==> config.mk <==
export PLATFORM = sky130hd
export DESIGN_NAME = cpu_step_ctrl_flat
export DESIGN_NICKNAME = d
export VERILOG_FILES = /design/src/rtl/cpu_step_ctrl_pkg.sv /design/src/rtl/cpu_step_ctrl_if.sv /design/src/rtl/cpu_step_ctrl_debounce.sv /design/src/rtl/cpu_step_ctrl.sv /design/src/flat_wrapper.sv
export SDC_FILE = /design/constraint.sdc
export NUM_CORES = 1
export LEC_CHECK = 0
export BUFFER_PORTS_ARGS = -buffer_cell sky130_fd_sc_hd__buf_2
export CAP_MARGIN = 40
export CELL_PAD_IN_SITES_DETAIL_PLACEMENT = 0
export CELL_PAD_IN_SITES_GLOBAL_PLACEMENT = 1
export CORE_ASPECT_RATIO = 1.1
export CORE_MARGIN = 8
export CORE_UTILIZATION = 45
export DETAILED_ROUTE_END_ITERATION = 6
export HOLD_SLACK_MARGIN = 0.02
export MAX_ROUTING_LAYER = met4
export PLACE_DENSITY = 0.79
export SLEW_MARGIN = 20
export SYNTH_ARGS = -nofsm -noshare
export SYNTH_HDL_FRONTEND = slang
export SYNTH_SLANG_ARGS = --single-unit
==> constraint.sdc <==
create_clock -name clk -period 3.5 [get_ports clk]
set_input_delay 0.35 -clock clk [delete_from_list [all_inputs] [get_ports clk]]
set_output_delay 0.35 -clock clk [all_outputs]
set_load 0.005 [all_outputs]
==> src/rtl/cpu_step_ctrl_pkg.sv <==
// Shared definitions for the run/step controller.
//   MODE_*       : encodings of the 2-bit execution mode input
//   step_state_t : controller FSM state (StIdle must stay at 0)
package cpu_step_pkg;

  localparam logic [1:0] MODE_HOLD  = 2'b00;
  localparam logic [1:0] MODE_STEP  = 2'b01;
  localparam logic [1:0] MODE_BURST = 2'b10;
  localparam logic [1:0] MODE_RUN   = 2'b11;

  typedef enum logic [1:0] {
    StIdle  = 2'd0,
    StStep  = 2'd1,
    StBurst = 2'd2,
    StRun   = 2'd3
  } step_state_t;

endpackage

==> src/rtl/cpu_step_ctrl_if.sv <==
// Front-panel / CPU-enable bundle of the run/step controller.
//   button, enable, start, mode, burst_len : towards the controller
//   cpu_en, busy, db_button, step_cnt      : from the controller
// master = panel/test side, slave = controller side.
interface cpu_step_ctrl_if #(
  parameter int unsigned BURST_W = 8,
  parameter int unsigned CNT_W   = 16
);
  import cpu_step_pkg::*;

  logic               button;
  logic               enable;
  logic               start;
  logic [1:0]         mode;
  logic [BURST_W-1:0] burst_len;
  logic               cpu_en;
  logic               busy;
  logic               db_button;
  logic [CNT_W-1:0]   step_cnt;

  modport master (
    output button, enable, start, mode, burst_len,
    input  cpu_en, busy, db_button, step_cnt
  );

  modport slave (
    input  button, enable, start, mode, burst_len,
    output cpu_en, busy, db_button, step_cnt
  );
endinterface

==> src/rtl/cpu_step_ctrl_debounce.sv <==
// Button conditioner: two-flop synchroniser, debounce counter and rising-edge
// detector.
//   clk_i, rst_ni : clock, asynchronous active-low reset
//   button_i      : raw asynchronous button
//   db_level_o    : debounced level
//   press_o       : one-cycle pulse on each debounced rising edge
module btn_debounce import cpu_step_pkg::*; #(
  parameter int unsigned DB_CYCLES = 16
) (
  input  logic clk_i,
  input  logic rst_ni,
  input  logic button_i,
  output logic db_level_o,
  output logic press_o
);

  localparam int unsigned CW = $clog2(DB_CYCLES + 1);
  // Compare against DB_CYCLES-1 because the edge that would reach DB_CYCLES
  // is the one that updates the level.
  localparam logic [CW-1:0] CntLast = CW'(DB_CYCLES - 1);

  logic          sync_q, btn_s_q;
  logic [CW-1:0] cnt_q, cnt_d;
  logic          db_q, db_d;
  logic          db_prev_q;

  always_comb begin
    cnt_d = cnt_q;
    db_d  = db_q;
    if (btn_s_q == db_q) begin
      cnt_d = '0;
    end else if (cnt_q == CntLast) begin
      cnt_d = '0;
      db_d  = btn_s_q;
    end else begin
      cnt_d = cnt_q + CW'(1);
    end
  end

  always_ff @(posedge clk_i or negedge rst_ni) begin
    if (!rst_ni) begin
      sync_q    <= 1'b0;
      btn_s_q   <= 1'b0;
      cnt_q     <= '0;
      db_q      <= 1'b0;
      db_prev_q <= 1'b0;
    end else begin
      sync_q    <= button_i;
      btn_s_q   <= sync_q;
      cnt_q     <= cnt_d;
      db_q      <= db_d;
      db_prev_q <= db_q;
    end
  end

  assign db_level_o = db_q;
  assign press_o    = db_q & ~db_prev_q;

endmodule

==> src/rtl/cpu_step_ctrl.sv <==
// Run/step controller: turns debounced button presses into hold, single
// step, N-step burst or free-run CPU clock-enable, and counts executed steps.
//   clk       : system clock
//   reset_cpu : asynchronous active-low reset
//   ctrl_io   : slave side of cpu_step_ctrl_if (button/mode in, cpu_en out)
// BURST_W and CNT_W must match the connected interface instance.
module cpu_step_ctrl import cpu_step_pkg::*; #(
  parameter int unsigned DB_CYCLES = 16,
  parameter int unsigned BURST_W   = 8,
  parameter int unsigned CNT_W     = 16
) (
  input logic           clk,
  input logic           reset_cpu,
  cpu_step_ctrl_if.slave ctrl_io
);

  logic               db_level;
  logic               press;
  step_state_t        state_q, state_d;
  logic [BURST_W-1:0] remaining_q, remaining_d;
  logic [CNT_W-1:0]   step_cnt_q;

  btn_debounce #(
    .DB_CYCLES (DB_CYCLES)
  ) u_debounce (
    .clk_i      (clk),
    .rst_ni     (reset_cpu),
    .button_i   (ctrl_io.button),
    .db_level_o (db_level),
    .press_o    (press)
  );

  always_comb begin
    state_d     = state_q;
    remaining_d = remaining_q;
    if (!ctrl_io.enable) begin
      state_d = StIdle;
    end else begin
      unique case (state_q)
        StIdle: begin
          // Presses while not armed are dropped, never queued.
          if (press && ctrl_io.start) begin
            case (ctrl_io.mode)
              MODE_STEP: state_d = StStep;
              MODE_BURST: begin
                if (ctrl_io.burst_len != '0) begin
                  state_d     = StBurst;
                  remaining_d = ctrl_io.burst_len;
                end
              end
              MODE_RUN: state_d = StRun;
              default:  state_d = StIdle;
            endcase
          end
        end
        StStep: state_d = StIdle;
        StBurst: begin
          remaining_d = remaining_q - BURST_W'(1);
          // A press on the final cycle is consumed by the exit.
          if (press || remaining_q == BURST_W'(1)) state_d = StIdle;
        end
        StRun: begin
          if (press || ctrl_io.mode != MODE_RUN) state_d = StIdle;
        end
      endcase
    end
  end

  always_ff @(posedge clk or negedge reset_cpu) begin
    if (!reset_cpu) begin
      state_q     <= StIdle;
      remaining_q <= '0;
      step_cnt_q  <= '0;
    end else begin
      state_q     <= state_d;
      remaining_q <= remaining_d;
      if (state_q != StIdle) step_cnt_q <= step_cnt_q + CNT_W'(1);
    end
  end

  assign ctrl_io.cpu_en    = (state_q != StIdle);
  assign ctrl_io.busy      = (state_q != StIdle);
  assign ctrl_io.db_button = db_level;
  assign ctrl_io.step_cnt  = step_cnt_q;

endmodule

==> src/flat_wrapper.sv <==
// flat-port wrapper written by rule: the top's interface ports become plain ports
module cpu_step_ctrl_flat import cpu_step_pkg::*;
#(
  parameter int unsigned DB_CYCLES = 16,
  parameter int unsigned BURST_W   = 8,
  parameter int unsigned CNT_W     = 16
)
  (clk, reset_cpu, ctrl_io_button, ctrl_io_enable, ctrl_io_start, ctrl_io_mode, ctrl_io_burst_len, ctrl_io_cpu_en, ctrl_io_busy, ctrl_io_db_button, ctrl_io_step_cnt);
  cpu_step_ctrl_if #(.BURST_W(BURST_W), .CNT_W(CNT_W)) ctrl_io_i ();
  input logic clk;
  input logic reset_cpu;
  input wire logic [$bits(ctrl_io_i.button)-1:0] ctrl_io_button;
  input wire logic [$bits(ctrl_io_i.enable)-1:0] ctrl_io_enable;
  input wire logic [$bits(ctrl_io_i.start)-1:0] ctrl_io_start;
  input wire logic [$bits(ctrl_io_i.mode)-1:0] ctrl_io_mode;
  input wire logic [$bits(ctrl_io_i.burst_len)-1:0] ctrl_io_burst_len;
  output wire logic [$bits(ctrl_io_i.cpu_en)-1:0] ctrl_io_cpu_en;
  output wire logic [$bits(ctrl_io_i.busy)-1:0] ctrl_io_busy;
  output wire logic [$bits(ctrl_io_i.db_button)-1:0] ctrl_io_db_button;
  output wire logic [$bits(ctrl_io_i.step_cnt)-1:0] ctrl_io_step_cnt;
  assign ctrl_io_i.button = ctrl_io_button;
  assign ctrl_io_i.enable = ctrl_io_enable;
  assign ctrl_io_i.start = ctrl_io_start;
  assign ctrl_io_i.mode = ctrl_io_mode;
  assign ctrl_io_i.burst_len = ctrl_io_burst_len;
  assign ctrl_io_cpu_en = ctrl_io_i.cpu_en;
  assign ctrl_io_busy = ctrl_io_i.busy;
  assign ctrl_io_db_button = ctrl_io_i.db_button;
  assign ctrl_io_step_cnt = ctrl_io_i.step_cnt;
  cpu_step_ctrl #(.DB_CYCLES(DB_CYCLES), .BURST_W(BURST_W), .CNT_W(CNT_W)) u_core (.clk(clk), .reset_cpu(reset_cpu), .ctrl_io(ctrl_io_i));
endmodule
Yosys cells after proc, flatten, opt, wreduce, memory -nomap -nowiden
Cells that the tools add are included.
Storage, ports and cells
  output and inout bits: 19
  flip-flop bits (word level): 35
  logic and storage cells: 54
Cells by class
  equal/unequal tests: 17
  bitwise logic cells: 3
  mux-type cells: 13
  $add $sub $neg: 3
  reduce and logical (&&, ||, !) cells: 10
Operators with widths (count)
  $mux W8: 3
  $add A16 B1 Y16 const B: 1
  $pmux W8 S2: 1
  $mux W2: 5
  $mux W5: 2
  $ne A3 B2 Y1 const B: 3
  $eq A2 B2 Y1 const B: 4
  $eq A8 B1 Y1 const B: 1
  $pmux W2 S4: 1
  $reduce_bool A8 Y1: 1
  $sub A8 B1 Y8 const B: 1
  $pmux W2 S3: 1
  $add A5 B1 Y5 const B: 1
  $eq A5 B4 Y1 const B: 1
  $reduce_and A5 Y1: 1
  $eq A2 B1 Y1 const B: 2
  $ne A2 B1 Y1 const B: 2
  $ne A2 B2 Y1 const B: 2
  $ne A4 B3 Y1 const B: 1
  $reduce_and A4 Y1: 1
  $reduce_bool A2 Y1: 2
  $logic_not A2 Y1: 1
  $logic_or A1 B1 Y1: 2
  $not A1 Y1: 2
  4 further kinds: 4

Longest topological paths before layout
  depth in word-level cells: 6
  depth in mapped cells: 6
  depth with buffers taken out: 5

By module
From an unflattened synthesis, not the netlist that was laid out.
Unflattened totals
  cells, all modules: 171
  area total of the unflattened synthesis: 1804.2 sq um
Modules (own cells, without submodules)
  cpu_step_ctrl: area each 1465.2 sq um, cells an instance 146, sequential area each 650.6 sq um, instances 1
  btn_debounce: area each 339.1 sq um, cells an instance 25, sequential area each 225.2 sq um, instances 1

Worst setup path before layout
OpenSTA, ideal clock, no wires.
  path kind: input -> register
  start point: in ctrl_io_burst_len[6]
  end point: reg u_core.remaining_q[0]
  data required time: 3.376 ns
  path buffers: 1
  cell stages on the path: 5
  data arrival time: 1.516 ns
  path slack: 1.860 ns
  setup time: 0.124 ns
  cell sequence: or4_1 nor3_4 buf_6 nor4_2 a211o_1
Between the ends
  longest elaborated chain between the ends: 3
Ends and longest elaborated chain
  start, declared: RTL line flat_wrapper.sv:16  | input wire logic [$bits(ctrl_io_i.burst_len)-1:0] ctrl_io_burst_len;
  $reduce_bool A8 Y1: RTL line cpu_step_ctrl.sv:46  | if (ctrl_io.burst_len != '0) begin
  $ne A2 B1 Y1 (no line)
  $reduce_and A5 Y1 (no line)
  end signal, assigned: RTL line cpu_step_ctrl.sv:76  | remaining_q <= remaining_d;
  end, declared: RTL line cpu_step_ctrl.sv:20  | logic [BURST_W-1:0] remaining_q, remaining_d;
No other way between the ends.
A chain may end at the register's enable or synchronous reset.

Worst setup path after layout
  start point: reg u_core.state_q[1]
  end point: reg u_core.remaining_q[4]
Between the ends
  longest elaborated chain between the ends: 3
  elaborated cells between the ends (all ways): 8
  those cells by class: 4 x eq/ne; 1 x mux; 3 x reduce/logical
Ends and longest elaborated chain
  start, declared: RTL line cpu_step_ctrl.sv:19  | step_state_t state_q, state_d;
  start signal, assigned: RTL line cpu_step_ctrl.sv:71  | state_q <= StIdle;
  start signal, assigned: RTL line cpu_step_ctrl.sv:75  | state_q <= state_d;
  $logic_not A2 Y1 or $eq A2 B2 Y1 (tied branches): RTL line cpu_step_ctrl.sv:39  | unique case (state_q)
  $ne A2 B1 Y1 (no line) (tied with other cells)
  $reduce_and A5 Y1 (no line)
Several ways; a longest one is shown, not always the timed one.

==> flow_summary.json <==
{
  "vias": 1414,
  "crit_type": "flop to flop",
  "cts_made_buffers": 5,
  "grt_pass1_wl_microns": 6700,
  "synth_top_cell_by_area": "dfrtp_1",
  "total_leakage_power_nw": 1.03,
  "clock-sinks": 35,
  "fin_cells": 261,
  "crit_path_top_delay_cell": "dfrtp_1",
  "gp_congestion": 0.808,
  "hp-class": "input pin to flop",
  "cts_setup_buffers": 0,
  "ir_worst_vdd_uv": 291,
  "ys_async_sr_fraction_pct": 100,
  "yosys_register_bits": 35,
  "synth_edf_count": 0,
  "drv_cap": 0,
  "wire_per_inst_microns": 15.3,
  "cts_root_buf": "clkbuf_8",
  "start_util_pct": 45.6,
  "arrival_ns": 2.04,
  "fin_crit_sh_pct": 51.9,
  "crit_chain": "nor2_4 -> clkinv_4 -> nor3_4 -> or2_1 -> o22a_1",
  "worst-path-buf-inv": 1,
  "syn2layout_area_growth_pct": 21.2,
  "ant_nets": 0,
  "slew_headroom_pct": 61.3,
  "port_buffers": 33,
  "crit_required_ns": 3.72,
  "cp-start-kind": "flop",
  "crit_fanout": 11,
  "routed_wl_microns": 4000,
  "routed_via_density": 5.42,
  "fillers": 388,
  "status": "complete, no violations",
  "tightestPinTransition_ns": 0.580,
  "drc": 0,
  "h-tree-depth": 2,
  "tns_ns": 0,
  "die_y_microns": 81.5,
  "synth_area_sq_mm": 0.00175,
  "antenna_found_initial": 0,
  "yosysMostFrequentCell": "dfrtp_1",
  "seq_area_frac_synth_pct": 49.9,
  "cts_tree": "built",
  "pre_cts_slack_ns": 1.34,
  "slew_violations": 0,
  "finish.utilization_pct": 55.3,
  "worst_slack_ns": 1.68,
  "finalHoldViolCount": 0,
  "clkSlewWorstSetupHoldPaths_ns": 0.07,
  "cts_buffer_depth": 2,
  "fmax_mhz": 550,
  "setup_viol": 0,
  "slowest_delay_ns": 0.48,
  "cts_resized": 0,
  "grt_max_degree": 36,
  "p_total_mw": 0.880,
  "syn_area_per_cell_sq_um": 10.3,
  "clock_latency_ns": 0.29,
  "rsz0062_at_grt": "false",
  "synthDominantCellAreaShare_pct": 49.9,
  "synth_cell_types": 43,
  "fin_nets": 227,
  "gr-total-overflow": 0,
  "synthTopCellsByCount": "dfrtp_1, nand3_1, nor2_1, xnor2_1, o21ai_0",
  "die_x_microns": 75.5,
  "grt.total_usage_pct": 14.7,
  "syn_nets": 189,
  "ios": 34,
  "firstDrtPassIters": 4,
  "p_per_area_mw_per_mm2": 414,
  "core_sq_mm": 0.00384,
  "synth_area_leaders": "dfrtp_1, xnor2_1, nand3_1",
  "drtIter0Drc": 51,
  "rows": 24,
  "synth_ff_type": "dfrtp_1",
  "holdBufCountCts": 0,
  "first_global_vias": 1468,
  "die_area_sq_mm": 0.00615,
  "hpwl_microns": 3000,
  "yosys_warnings": 0,
  "synthCells": 170,
  "endpoint_kind": "flop",
  "dp_cells": 250,
  "critPathTopFamily": "simple AND/OR/NAND/NOR gates",
  "drive_above_1_share_pct": 23.9,
  "period_needed_ns": 1.82,
  "skew_ns": 0.00926,
  "n_antenna_cell": 0
}
## state kept, by name, indices dropped and copies added, names as in the netlist
signal / count
u_core.u_debounce.sync_q: 1
u_core.u_debounce.cnt_q: 5
u_core.ctrl_io.step_cnt: 16
u_core.state_q: 2
u_core.remaining_q: 8
u_core.u_debounce.db_level_o: 1
u_core.u_debounce.db_prev_q: 1
u_core.u_debounce.btn_s_q: 1
## power breakdown
| part | internal [mW] | switching, mW | total (mW) |
|---|---|---|---|
| sequential | 0.409 | 0.00343 | 0.412 |
| clock | 0.284 | 0.148 | 0.432 |
| combinational | 0.0158 | 0.0192 | 0.0350 |
## final cells by class
class	instances	area, sq um	area share [%]
inverters	6	27.5	1.29
flip-flops and latches	35	876	41.2
clock buffers	5	68.8	3.24
repair buffers	36	203	9.53
multi-input cells	124	818	38.5
well taps	52	65.1	3.06
clock inverters	3	67.6	3.18
## cell families (layout without fill, tap and decap cells)
| group | Yosys count | count (layout) | synth area share [%] |
|---|---|---|---|
| compound gates | 29 | 29 | 10.6 |
| flops | 35 | 35 | 49.9 |
| mux | 2 | 2 | 1.21 |
| fa+ha+maj | 4 | 4 | 2.85 |
| buf+inv | 11 | 50 | 3.42 |
| xor+xnor | 18 | 18 | 8.99 |
| simple gates | 71 | 71 | 23.0 |
## cell usage in the layout, fill, tap and decap left out, types with 2 or more instances in the layout
cell type  count
and3_1         6
clkbuf_8       5
nand2b_1       2
nand2_1        8
nand4_1        3
and2_1         3
nor2_1        12
o31ai_1        4
ha_1           4
a22oi_1        3
inv_1          5
nand3_1       12
bufinv_16      2
nor2b_1        4
buf_2         33
xnor2_1       12
xor2_1         6
nor3_1         7
nor4_1         4
a21oi_1        6
dfrtp_1       35
o21ai_0        9
## through the flow
stage	cell area (sq um)	hold WS (ns)
finish	2130	0.170
global placement	1950	0.333
floorplan	1750	0.0544
global route	2130	0.168
detailed placement	1950	0.336
CTS	2090	0.148
## per-layer routing
| layer | global-route usage, % | vias to the layer above | wire (microns) |
|---|---|---|---|
| li1 | - | 685 | - |
| met1 | 16.4 | 681 | 1710 |
| met2 | 23.8 | 40 | 1980 |
| met3 | 4.27 | 8 | 231 |
| met4 | 6.92 | 0 | 78 |
| met5 | - | - | 0 |
## worst paths after layout
path | start | to | slack (ns) | cells past startpoint
max in group asynchronous | reset_cpu | u_core.ctrl_io.step_cnt[0] | 2.75 | 3
min in group asynchronous | reset_cpu | u_core.ctrl_io.step_cnt[14] | 0.39 | 2
max reg2reg | u_core.state_q[1] | u_core.remaining_q[4] | 1.68 | 5
min reg2reg | u_core.u_debounce.sync_q | u_core.u_debounce.btn_s_q | 0.35 | 0
min | ctrl_io_button | u_core.u_debounce.sync_q | 0.17 | 1
max | u_core.state_q[1] | u_core.remaining_q[4] | 1.68 | 5
## worst register-to-register path, stage by stage, from the launching register on
cell	delay, ns
dfrtp_1	0.48
nor2_4	0.23
clkinv_4	0.12
nor3_4	0.45
or2_1	0.30
o22a_1	0.18
Power figures use the tool's default switching activity.
